==> src/rtl/iir_capture_pkg.sv <==
// Shared types and defaults for the iir_capture trigger/record block.
// Optional decimation is enabled with the IIR_CAPTURE_DECIM_EN macro in iir_capture.
package iir_capture_pkg;

    localparam int DW_DEFAULT    = 8;
    localparam int DEPTH_DEFAULT = 256;
    localparam int AW            = $clog2(DEPTH_DEFAULT);

    typedef enum logic [2:0] {
        ST_IDLE  = 3'd0,
        ST_PRE   = 3'd1,
        ST_ARMED = 3'd2,
        ST_POST  = 3'd3,
        ST_READ  = 3'd4
    } state_t;

endpackage

==> src/rtl/capture_ram.sv <==
// Simple dual-port sample-pair store: synchronous write, synchronous read, no array reset.
// Read data holds while rd_en is low, which the read pipeline relies on for stalls.
module capture_ram
    import iir_capture_pkg::*;
#(
    parameter int W      = 2 * DW_DEFAULT,
    parameter int DEPTH  = DEPTH_DEFAULT,
    parameter int ADDR_W = $clog2(DEPTH)
) (
    input  logic              clk,
    input  logic              wr_en,
    input  logic [ADDR_W-1:0] wr_addr,
    input  logic [W-1:0]      wr_data,
    input  logic              rd_en,
    input  logic [ADDR_W-1:0] rd_addr,
    output logic [W-1:0]      rd_data
);

    logic [W-1:0] mem_r [DEPTH];

    // Write port.
    always_ff @(posedge clk) begin
        if (wr_en) begin
            mem_r[wr_addr] <= wr_data;
        end
    end

    // Registered read port; output holds when not enabled.
    always_ff @(posedge clk) begin
        if (rd_en) begin
            rd_data <= mem_r[rd_addr];
        end
    end

endmodule

==> src/rtl/iir_capture.sv <==
// Triggered (x, y) capture buffer with pre-trigger window and oldest-first valid/ready readout.
// Define IIR_CAPTURE_DECIM_EN to add parameter DECIM and keep only every DECIM-th valid sample.
module iir_capture
    import iir_capture_pkg::*;
#(
    parameter int DW       = DW_DEFAULT,
    parameter int DEPTH    = DEPTH_DEFAULT,
    parameter int PRE_TRIG = 64
`ifdef IIR_CAPTURE_DECIM_EN
    ,
    parameter int DECIM    = 4
`endif
) (
    input  logic            clk,
    input  logic            rst,
    input  logic            in_valid,
    input  logic [DW-1:0]   x_in,
    input  logic [DW-1:0]   y_in,
    input  logic            arm,
    input  logic [DW-1:0]   trig_level,
    input  logic            rd_ready,
    output logic            rd_valid,
    output logic [2*DW-1:0] rd_data,
    output logic            rd_last,
    output logic            busy,
    output logic            triggered
);

    localparam int ADDR_W = $clog2(DEPTH);
    localparam int CW     = ADDR_W + 1;
    localparam int POST_N = DEPTH - PRE_TRIG;

    localparam logic [CW-1:0] PRE_LAST   = (PRE_TRIG > 0) ? CW'(PRE_TRIG - 1) : '0;
    localparam logic [CW-1:0] POST_LAST  = CW'(POST_N - 1);
    localparam logic [CW-1:0] LAST_ISSUE = CW'(DEPTH - 1);
    localparam logic [CW-1:0] DEPTH_CNT  = CW'(DEPTH);
    localparam logic signed [DW-1:0] Y_MIN = {1'b1, {(DW - 1){1'b0}}};

    state_t                 state_r;
    state_t                 state_s;
    logic [ADDR_W-1:0]      wr_ptr_r;
    logic [CW-1:0]          cnt_r;
    logic [CW-1:0]          issue_cnt_r;
    logic                   q_valid_r;
    logic                   q_last_r;
    logic signed [DW-1:0]   prev_y_r;
    logic signed [DW-1:0]   level_r;
    logic                   rd_valid_r;
    logic [2*DW-1:0]        rd_data_r;
    logic                   rd_last_r;
    logic                   busy_r;
    logic                   triggered_r;

    logic signed [DW-1:0]   y_s;
    logic                   arm_ok_s;
    logic                   capturing_s;
    logic                   decim_hit_s;
    logic                   sample_s;
    logic                   trig_hit_s;
    logic                   out_load_s;
    logic                   rd_en_s;
    logic                   rd_fire_s;
    logic [ADDR_W-1:0]      rd_addr_s;
    logic [2*DW-1:0]        ram_q_s;

    assign y_s         = $signed(y_in);
    assign arm_ok_s    = arm && (state_r == ST_IDLE);
    assign capturing_s = (state_r == ST_PRE) || (state_r == ST_ARMED) || (state_r == ST_POST);
    assign sample_s    = in_valid && capturing_s && decim_hit_s;
    // Trigger compare only in ARMED, so crossings seen during PRE are ignored.
    assign trig_hit_s  = sample_s && (state_r == ST_ARMED)
                         && (prev_y_r < level_r) && (y_s >= level_r);

`ifdef IIR_CAPTURE_DECIM_EN
    localparam int DCW = (DECIM > 1) ? $clog2(DECIM) : 1;

    logic [DCW-1:0] decim_cnt_r;

    assign decim_hit_s = (decim_cnt_r == DCW'(DECIM - 1));

    // Decimation phase: restarts on arm, advances on every valid sample while capturing.
    always_ff @(posedge clk or posedge rst) begin
        if (rst) begin
            decim_cnt_r <= '0;
        end else if (arm_ok_s) begin
            decim_cnt_r <= '0;
        end else if (in_valid && capturing_s) begin
            decim_cnt_r <= decim_hit_s ? '0 : decim_cnt_r + DCW'(1);
        end
    end
`else
    assign decim_hit_s = 1'b1;
`endif

    // Read side: the RAM output acts as a one-entry prefetch stage behind rd_data.
    assign out_load_s = q_valid_r && (!rd_valid_r || rd_ready);
    assign rd_en_s    = (state_r == ST_READ) && (issue_cnt_r != DEPTH_CNT)
                        && (!q_valid_r || out_load_s);
    assign rd_fire_s  = rd_valid_r && rd_ready;
    assign rd_addr_s  = wr_ptr_r + issue_cnt_r[ADDR_W-1:0];

    // Next-state decode for the capture sequencer.
    always_comb begin
        state_s = state_r;
        case (state_r)
            ST_IDLE: begin
                if (arm) begin
                    state_s = (PRE_TRIG == 0) ? ST_ARMED : ST_PRE;
                end else begin
                    state_s = ST_IDLE;
                end
            end
            ST_PRE: begin
                if (sample_s && (cnt_r == PRE_LAST)) begin
                    state_s = ST_ARMED;
                end else begin
                    state_s = ST_PRE;
                end
            end
            ST_ARMED: begin
                if (trig_hit_s) begin
                    state_s = (POST_N == 1) ? ST_READ : ST_POST;
                end else begin
                    state_s = ST_ARMED;
                end
            end
            ST_POST: begin
                if (sample_s && (cnt_r == POST_LAST)) begin
                    state_s = ST_READ;
                end else begin
                    state_s = ST_POST;
                end
            end
            ST_READ: begin
                if (rd_fire_s && rd_last_r) begin
                    state_s = ST_IDLE;
                end else begin
                    state_s = ST_READ;
                end
            end
            default: state_s = ST_IDLE;
        endcase
    end

    // State register and registered status flags.
    always_ff @(posedge clk or posedge rst) begin
        if (rst) begin
            state_r     <= ST_IDLE;
            busy_r      <= 1'b0;
            triggered_r <= 1'b0;
        end else begin
            state_r <= state_s;
            busy_r  <= (state_s != ST_IDLE);
            if (state_s == ST_IDLE) begin
                triggered_r <= 1'b0;
            end else if (trig_hit_s) begin
                triggered_r <= 1'b1;
            end
        end
    end

    // Write pointer, stage counter, trigger history and latched threshold.
    always_ff @(posedge clk or posedge rst) begin
        if (rst) begin
            wr_ptr_r <= '0;
            cnt_r    <= '0;
            prev_y_r <= '0;
            level_r  <= '0;
        end else begin
            if (sample_s) begin
                wr_ptr_r <= wr_ptr_r + ADDR_W'(1);
            end
            if (arm_ok_s) begin
                cnt_r    <= '0;
                prev_y_r <= Y_MIN;
                level_r  <= $signed(trig_level);
            end else if (sample_s) begin
                // The trigger sample is the first post sample.
                cnt_r    <= trig_hit_s ? CW'(1) : cnt_r + CW'(1);
                prev_y_r <= y_s;
            end
        end
    end

    // Read issue counter and prefetch-stage bookkeeping.
    always_ff @(posedge clk or posedge rst) begin
        if (rst) begin
            issue_cnt_r <= '0;
            q_valid_r   <= 1'b0;
            q_last_r    <= 1'b0;
        end else if (state_r != ST_READ) begin
            issue_cnt_r <= '0;
            q_valid_r   <= 1'b0;
            q_last_r    <= 1'b0;
        end else if (rd_en_s) begin
            issue_cnt_r <= issue_cnt_r + CW'(1);
            q_valid_r   <= 1'b1;
            q_last_r    <= (issue_cnt_r == LAST_ISSUE);
        end else if (out_load_s) begin
            q_valid_r   <= 1'b0;
        end
    end

    // Output register: loads from the prefetch stage, holds while stalled.
    always_ff @(posedge clk or posedge rst) begin
        if (rst) begin
            rd_valid_r <= 1'b0;
            rd_data_r  <= '0;
            rd_last_r  <= 1'b0;
        end else if (out_load_s) begin
            rd_valid_r <= 1'b1;
            rd_data_r  <= ram_q_s;
            rd_last_r  <= q_last_r;
        end else if (rd_fire_s) begin
            rd_valid_r <= 1'b0;
            rd_last_r  <= 1'b0;
        end
    end

    capture_ram #(
        .W      (2 * DW),
        .DEPTH  (DEPTH),
        .ADDR_W (ADDR_W)
    ) u_ram (
        .clk     (clk),
        .wr_en   (sample_s),
        .wr_addr (wr_ptr_r),
        .wr_data ({x_in, y_in}),
        .rd_en   (rd_en_s),
        .rd_addr (rd_addr_s),
        .rd_data (ram_q_s)
    );

    assign rd_valid  = rd_valid_r;
    assign rd_data   = rd_data_r;
    assign rd_last   = rd_last_r;
    assign busy      = busy_r;
    assign triggered = triggered_r;

endmodule

==> config.mk <==
export PLATFORM = sky130hd
export DESIGN_NAME = iir_capture
export DESIGN_NICKNAME = d
export VERILOG_FILES = /design/src/rtl/iir_capture_pkg.sv /design/src/rtl/capture_ram.sv /design/src/rtl/iir_capture.sv
export SDC_FILE = /design/constraint.sdc
export NUM_CORES = 2
export LEC_CHECK = 0
export BUFFER_PORTS_ARGS = -buffer_cell sky130_fd_sc_hd__clkbuf_2
export CORE_MARGIN = 3
export CORE_UTILIZATION = 47
export DETAILED_ROUTE_END_ITERATION = 6
export GPL_ROUTABILITY_DRIVEN = 1
export PLACE_DENSITY_LB_ADDON = 0.1
export SLEW_MARGIN = 5
export SYNTH_ARGS = -nofsm -noshare
export SYNTH_HDL_FRONTEND = slang
export SYNTH_HIERARCHICAL = 1
export SYNTH_SLANG_ARGS = --single-unit
==> constraint.sdc <==
create_clock -name clk -period 9.75 [get_ports clk]
set_input_delay 0.4875 -clock clk [delete_from_list [all_inputs] [get_ports clk]]
set_output_delay 0.4875 -clock clk [all_outputs]
set_load 0.03 [all_outputs]
* After elaboration in Yosys (flattened, before gate mapping) *
Memory sizes are Yosys's and may differ from the RTL's. A register that Yosys moved wholly into a read port is not among the register bits.
Cells that the tools add are included.

word-level totals
  register bits = 67
  bits in writable memories = 4,096
  input bits = 29
  output and inout port bits = 20
  logic and storage cells = 80
  memories kept = 1

cells by class
  add/subtract/negate cells = 4
  $lt $le $gt $ge = 2
  eq/ne operators = 9
  muxes and demuxes = 25
  reduce and logical (&&, ||, !) cells = 26

memories
  name         depth  bits a word  rd ports  clocked after Yosys merged registers in  wr ports  RTL line           RTL
  u_ram.mem_r  256    16           1         1                                        1         capture_ram.sv:19  logic [W-1:0] mem_r [DEPTH];

operators with widths
  cell                   count
  $mux W9                5
  $add A9 B1 Y9 const B  2
  $eq A9 B8 Y1 const B   2
  $mux W8                2
  $pmux W3 S5            1
  $mux W1                14
  $logic_and A1 B1 Y1    12
  $eq A9 B6 Y1 const B   1
  $ne A9 B9 Y1 const B   1
  $add A8 B1 Y8 const B  1
  $add A8 B8 Y8          1
  $ge A8 B8 Y1           1
  $lt A8 B8 Y1           1
  $reduce_bool A2 Y1     4
  $eq A3 B2 Y1 const B   2
  $logic_not A3 Y1       2
  $mux W3                2
  $reduce_bool A3 Y1     2
  $logic_or A1 B1 Y1     4
  $eq A3 B1 Y1 const B   1
  $eq A3 B3 Y1 const B   1
  $ne A3 B3 Y1 const B   1
  $logic_not A1 Y1       2
  $mux W2                1

* Depth between registers and ports, before layout *
  depth in word-level cells = 11
  gate-level depth with buffers = 17
  depth with buffers taken out = 15

* Hierarchy *
Netlist, hierarchy kept.

by module, submodules not included
  module       instances  cells an instance  area an instance (um^2)  seq. area each (um^2)
  capture_ram  1          7,360              158,874.9                123,478.4
  iir_capture  1          341                3,553.4                  1,676.6

* Least setup slack after synthesis *
Ideal clock, no wire load.

  path type = register -> register
  start point = register wr_ptr_r[1]
  end point = register u_ram.rd_data[1], read port of u_ram.mem_r, data pin
  setup time = 0.265 ns
  arrival time = 3.133 ns
  data required time = 9.485 ns
  path slack = 6.351 ns
  stages on the path, launching flop included = 15
  period minus slack after synthesis = 3.399 ns
  path through = dfrtp_1 -> ha_1 -> a21o_1 -> a21oi_1 -> o21ai_0 -> o41ai_1 -> xnor2_1 -> clkbuf_1 -> nand4b_1 -> nor2_1 -> clkbuf_1 -> o21ai_0 -> and4_1 -> nand4_1 -> nor4_1

on the way
  longest elaborated chain between the ends = 1

RTL lines
  item                    RTL line            RTL
  from (decl)             iir_capture.sv:41   logic [ADDR_W-1:0] wr_ptr_r;
  from (signal assigned)  iir_capture.sv:171  wr_ptr_r <= wr_ptr_r + ADDR_W'(1);
  $add A8 B8 Y8           iir_capture.sv:100  assign rd_addr_s = wr_ptr_r + issue_cnt_r[ADDR_W-1:0];
  net rd_addr_s[7]        iir_capture.sv:63   logic [ADDR_W-1:0] rd_addr_s;
  to (decl)               capture_ram.sv:16   output logic [W-1:0] rd_data

The timed path passes the listed nets, and every way through them passes these cells.
A chain may end at the register's enable or synchronous reset.

* Worst setup path after layout *
  start point = register wr_ptr_r[0]
  end point = register u_ram.rd_data[7], read port of u_ram.mem_r, data pin

Same word-level chain as after synthesis.

==> results.toml <==
[run_status]
status = "complete, but fails checks"
violations = "max-slew violations"

[synthesis]
synth_area_um2 = 162000
synth_seq_area_share_pct = 77.1
ys_types = 72
yosys_warnings = 6
yosys_register_bits = 4179
yosysTopAreaCell = "edfxtp_1"
synthTopCellsByArea = "edfxtp_1 (76%), mux4_2 (11%), mux2i_1 (3.5%)"
synth.avg_cell_area_um2 = 21.1
synth-main-ff-cell = "edfxtp_1"
synth_edf_count = 4112
syn_inst = 7701
async_flop_share_pct = 1.60
mappedNetlistNets = 7758
synth_top_area_share_pct = 76.0

[clock_network]
post_cts_buffers = 0
ctsResizeCount = 0
numCtsBuffers = 431
cts_tree = "done"
cts_root_buf = "clkbuf_16"
cts_max_level = 5
clk_pin_slew_ps = 60
insertion_delay_ps = 980
clkSinkCount = 4179
clock_path_buffers = 4

[placed_design]
place_hpwl_mm = 263
placedInstanceArea_um2 = 170000
port-buffer-count = 48
place.gp.congestion = 0.878

[route]
drt_iter0_drc = 10600
wirelength_mm = 450
dr.pass1.iters = 5
vias = 81900
drcViolationCount = 0
avgRoutedWirePerCell_um = 34.4
via_per_inst = 6.26
drtAntennaViolNets = 0

[power_and_ir_drop]
netSwitchingFraction_pct = 33.0
cellPowerDensity_nw_per_um2 = 297
seqPwrFrac_pct = 36.6
power_switching_uw = 18000
p_int_uw = 36600
vdd_ir_drop_max_uv = 393
clkPwrFrac_pct = 30.4
combPwrFrac_pct = 33.0
leakage_uw = 0.0589

[grt]
antenna_found_initial = 29
grt_max_degree = 167
overflow = 0
first_global_vias = 80500
groute.usage.overall_pct = 25.2
grt_pass1_wl_mm = 631

[critical_path]
reg2reg_from = "wr_ptr_r[0]"
end_kind = "register"
startpoint_type = "register"
crit_top_cell = "buf_4"
r2r_end = "u_ram/rd_data[7]"
critPathLaunch = "wr_ptr_r[0]"
endpoint = "u_ram/rd_data[7]"
cp.arrival_ps = 7260
ff2ff_path_depth = 13
worstPathMaxFanout = 85
crit_chain = "ha_4, inv_1, fa_1, inv_8, buf_4, buf_4, mux4_2, mux2_2, a22oi_1, nand2_1, o32ai_1, buf_4, nor4_1"
cp.required_ps = 10420
path_class = "register to register"
slowest_stage = "o32ai_1"
critPathMaxStageDelay_ps = 910
rrSetupSlack_ps = 3160

[timing]
finClkSkew_ps = 60.0
finalMaxSlewViolations = 64
min_period_ps = 6590
setup-violations-final = 0
period_share_pct = 67.6
max_slew.worst_pin.slew_ps = 1650
fmax_mhz = 152
whs_ps = 6.26
setup_tns_ps = 0
hold_viol = 0
relSlewSlack_pct = -10.1
rsz0062_at_grt = "no"

[finish]
syn2layout_area_growth_pct = 13.4
fill_cells = 26300
final_area_um2 = 184000
drive_gt1_share_pct = 25.2
nets = 8208

[worst_hold_path]
hold_class = "input port to register"
hp-start = "x_in[3]"

[floorplanning]
die_x_um = 594
rows = 215
core_area_um2 = 344000
start_util_pct = 47.3
dieArea_um2 = 353000
boundaryPins = 49
die_y_um = 594

[flow_run]
max_cap_violations = 0
-- cells by family after synthesis --
| kind of cell | Yosys count | share of synthesized area, % |
|---|---|---|
| and+or+nand+nor | 669 | 1.88 |
| adders and majority gates | 28 | 0.220 |
| muxes | 1469 | 15.3 |
| DFF | 4179 | 77.1 |
| buffers and inverters | 485 | 1.73 |
| xor gates and xnor gates | 21 | 0.113 |
| AOI/OAI and AO/OA | 850 | 3.74 |
-- cell usage in the layout, fill, tap and decap left out, types with 15 or more instances in the layout --
cell type,count
nand3_1,32
o21ai_0,55
clkbuf_2,32
buf_4,385
nor2_2,93
inv_1,19
clkinvlp_4,18
clkbuf_16,439
clkinv_2,94
a22o_1,40
nand4_1,35
mux2_2,105
o22ai_1,149
buf_8,16
mux4_2,797
nand2_1,76
mux2i_1,567
clkbuf_1,69
and3_1,16
nor3_1,89
nor4_1,17
dfrtp_1,67
nor2b_1,16
edfxtp_1,4112
ha_1,26
o31ai_1,15
a221oi_1,28
buf_12,24
clkinv_1,98
a22oi_1,43
bufinv_16,56
o32ai_1,21
a21oi_1,181
dlygate4sd3_1,21
o221ai_1,252
a211oi_1,19
nor2_1,235
-- cells in the mapped netlist (28+ instances only) --
library cell	count
mux2i_1	567
nand4_1	35
a221oi_1	28
nor3_1	95
nand2_1	77
clkbuf_1	233
buf_6	77
buf_2	82
a21oi_1	181
o22ai_1	149
a22o_1	40
nand3_1	41
edfxtp_1	4112
mux2_2	105
mux4_2	797
a22oi_1	43
o21ai_0	58
dfrtp_1	67
o221ai_1	252
nor2_1	332
-- worst max-delay path: cells and delay by family, from the launching register on --
family / cells / cell delay, ps
buffers and inverters: 5 / 1980
multiplexers: 2 / 710
flip-flops: 1 / 710
AO/OA/AOI/OAI: 2 / 1550
AND/OR/NAND/NOR: 2 / 340
adder cells (fa/ha/maj): 2 / 770
-- timing repair --
action / in CTS / in global routing
setup endpoints to repair: 0 / 0
hold buffers: 21 / 0
hold endpoints to repair: 257 / 0
-- power by group through the flow --
| stage | clock network [uW] | registers [uW] | logic [uW] |
|---|---|---|---|
| floorplan | 0 | 20300 | 12100 |
| global placement | 0 | 20400 | 18100 |
| detailed placement | 0 | 20400 | 18100 |
| CTS | 16900 | 20000 | 18200 |
| global route | 17600 | 20000 | 19000 |
| finish | 16600 | 20000 | 18000 |
-- worst min-delay path by stage --
stage / end / slack, ps / cells past startpoint
CTS: u_ram/mem_r[70][12] / 10 / 1
detailed placement: prev_y_r[5] / 490 / 1
floorplan: rd_data[0] / 460 / 1
global placement: prev_y_r[0] / 490 / 1
finish: u_ram/mem_r[84][11] / 6 / 1
global route: u_ram/mem_r[70][11] / 30 / 1
-- final cells by class --
| type | instances | area (um2) | area share, % |
|---|---|---|---|
| antenna | 9 | 22.5 | 0.0122 |
| clock buffer | 511 | 11300 | 6.13 |
| inverter | 24 | 111 | 0.0605 |
| tap | 4557 | 5700 | 3.10 |
| sequential | 4179 | 125000 | 68.0 |
| clock inverter | 290 | 2990 | 1.62 |
| multi-input combinational | 3037 | 34900 | 19.0 |
| timing repair buffer | 478 | 3980 | 2.16 |
-- sequential cells by signal, summed over array words and instances, names as in the netlist, 8 cells and up --
signal         cells
u_ram/rd_data     16
prev_y_r           8
wr_ptr_r           8
rd_data           16
cnt_r              9
u_ram/mem_r     4096
issue_cnt_r        9
level_r            8
-- metrics by stage --
| stage | setup slack [ps] | power (uW) | cells | util (%) |
|---|---|---|---|---|
| 6_report | 3160 | 54600 | 13100 | 53.6 |
| 5_1_grt | 3010 | 56600 | 13100 | 53.6 |
| 4_1_cts | 3180 | 55100 | 13100 | 53.6 |
| 2_1_floorplan | 6350 | 32500 | 7701 | - |
| 3_3_place_gp | 3250 | 38500 | 12300 | 49.4 |
| 3_5_place_dp | 3210 | 38500 | 12300 | 49.4 |
-- metal layers --
layer | routed length, um | global-route usage [%] | up-vias
met3 | 34300 | 4.02 | 582
li1 | - | - | 33500
met4 | 14200 | 7.43 | 2
met1 | 189000 | 36.8 | 44300
met5 | 13 | 0 | -
met2 | 213000 | 39.5 | 3448
(Power assumes the default switching activity.)
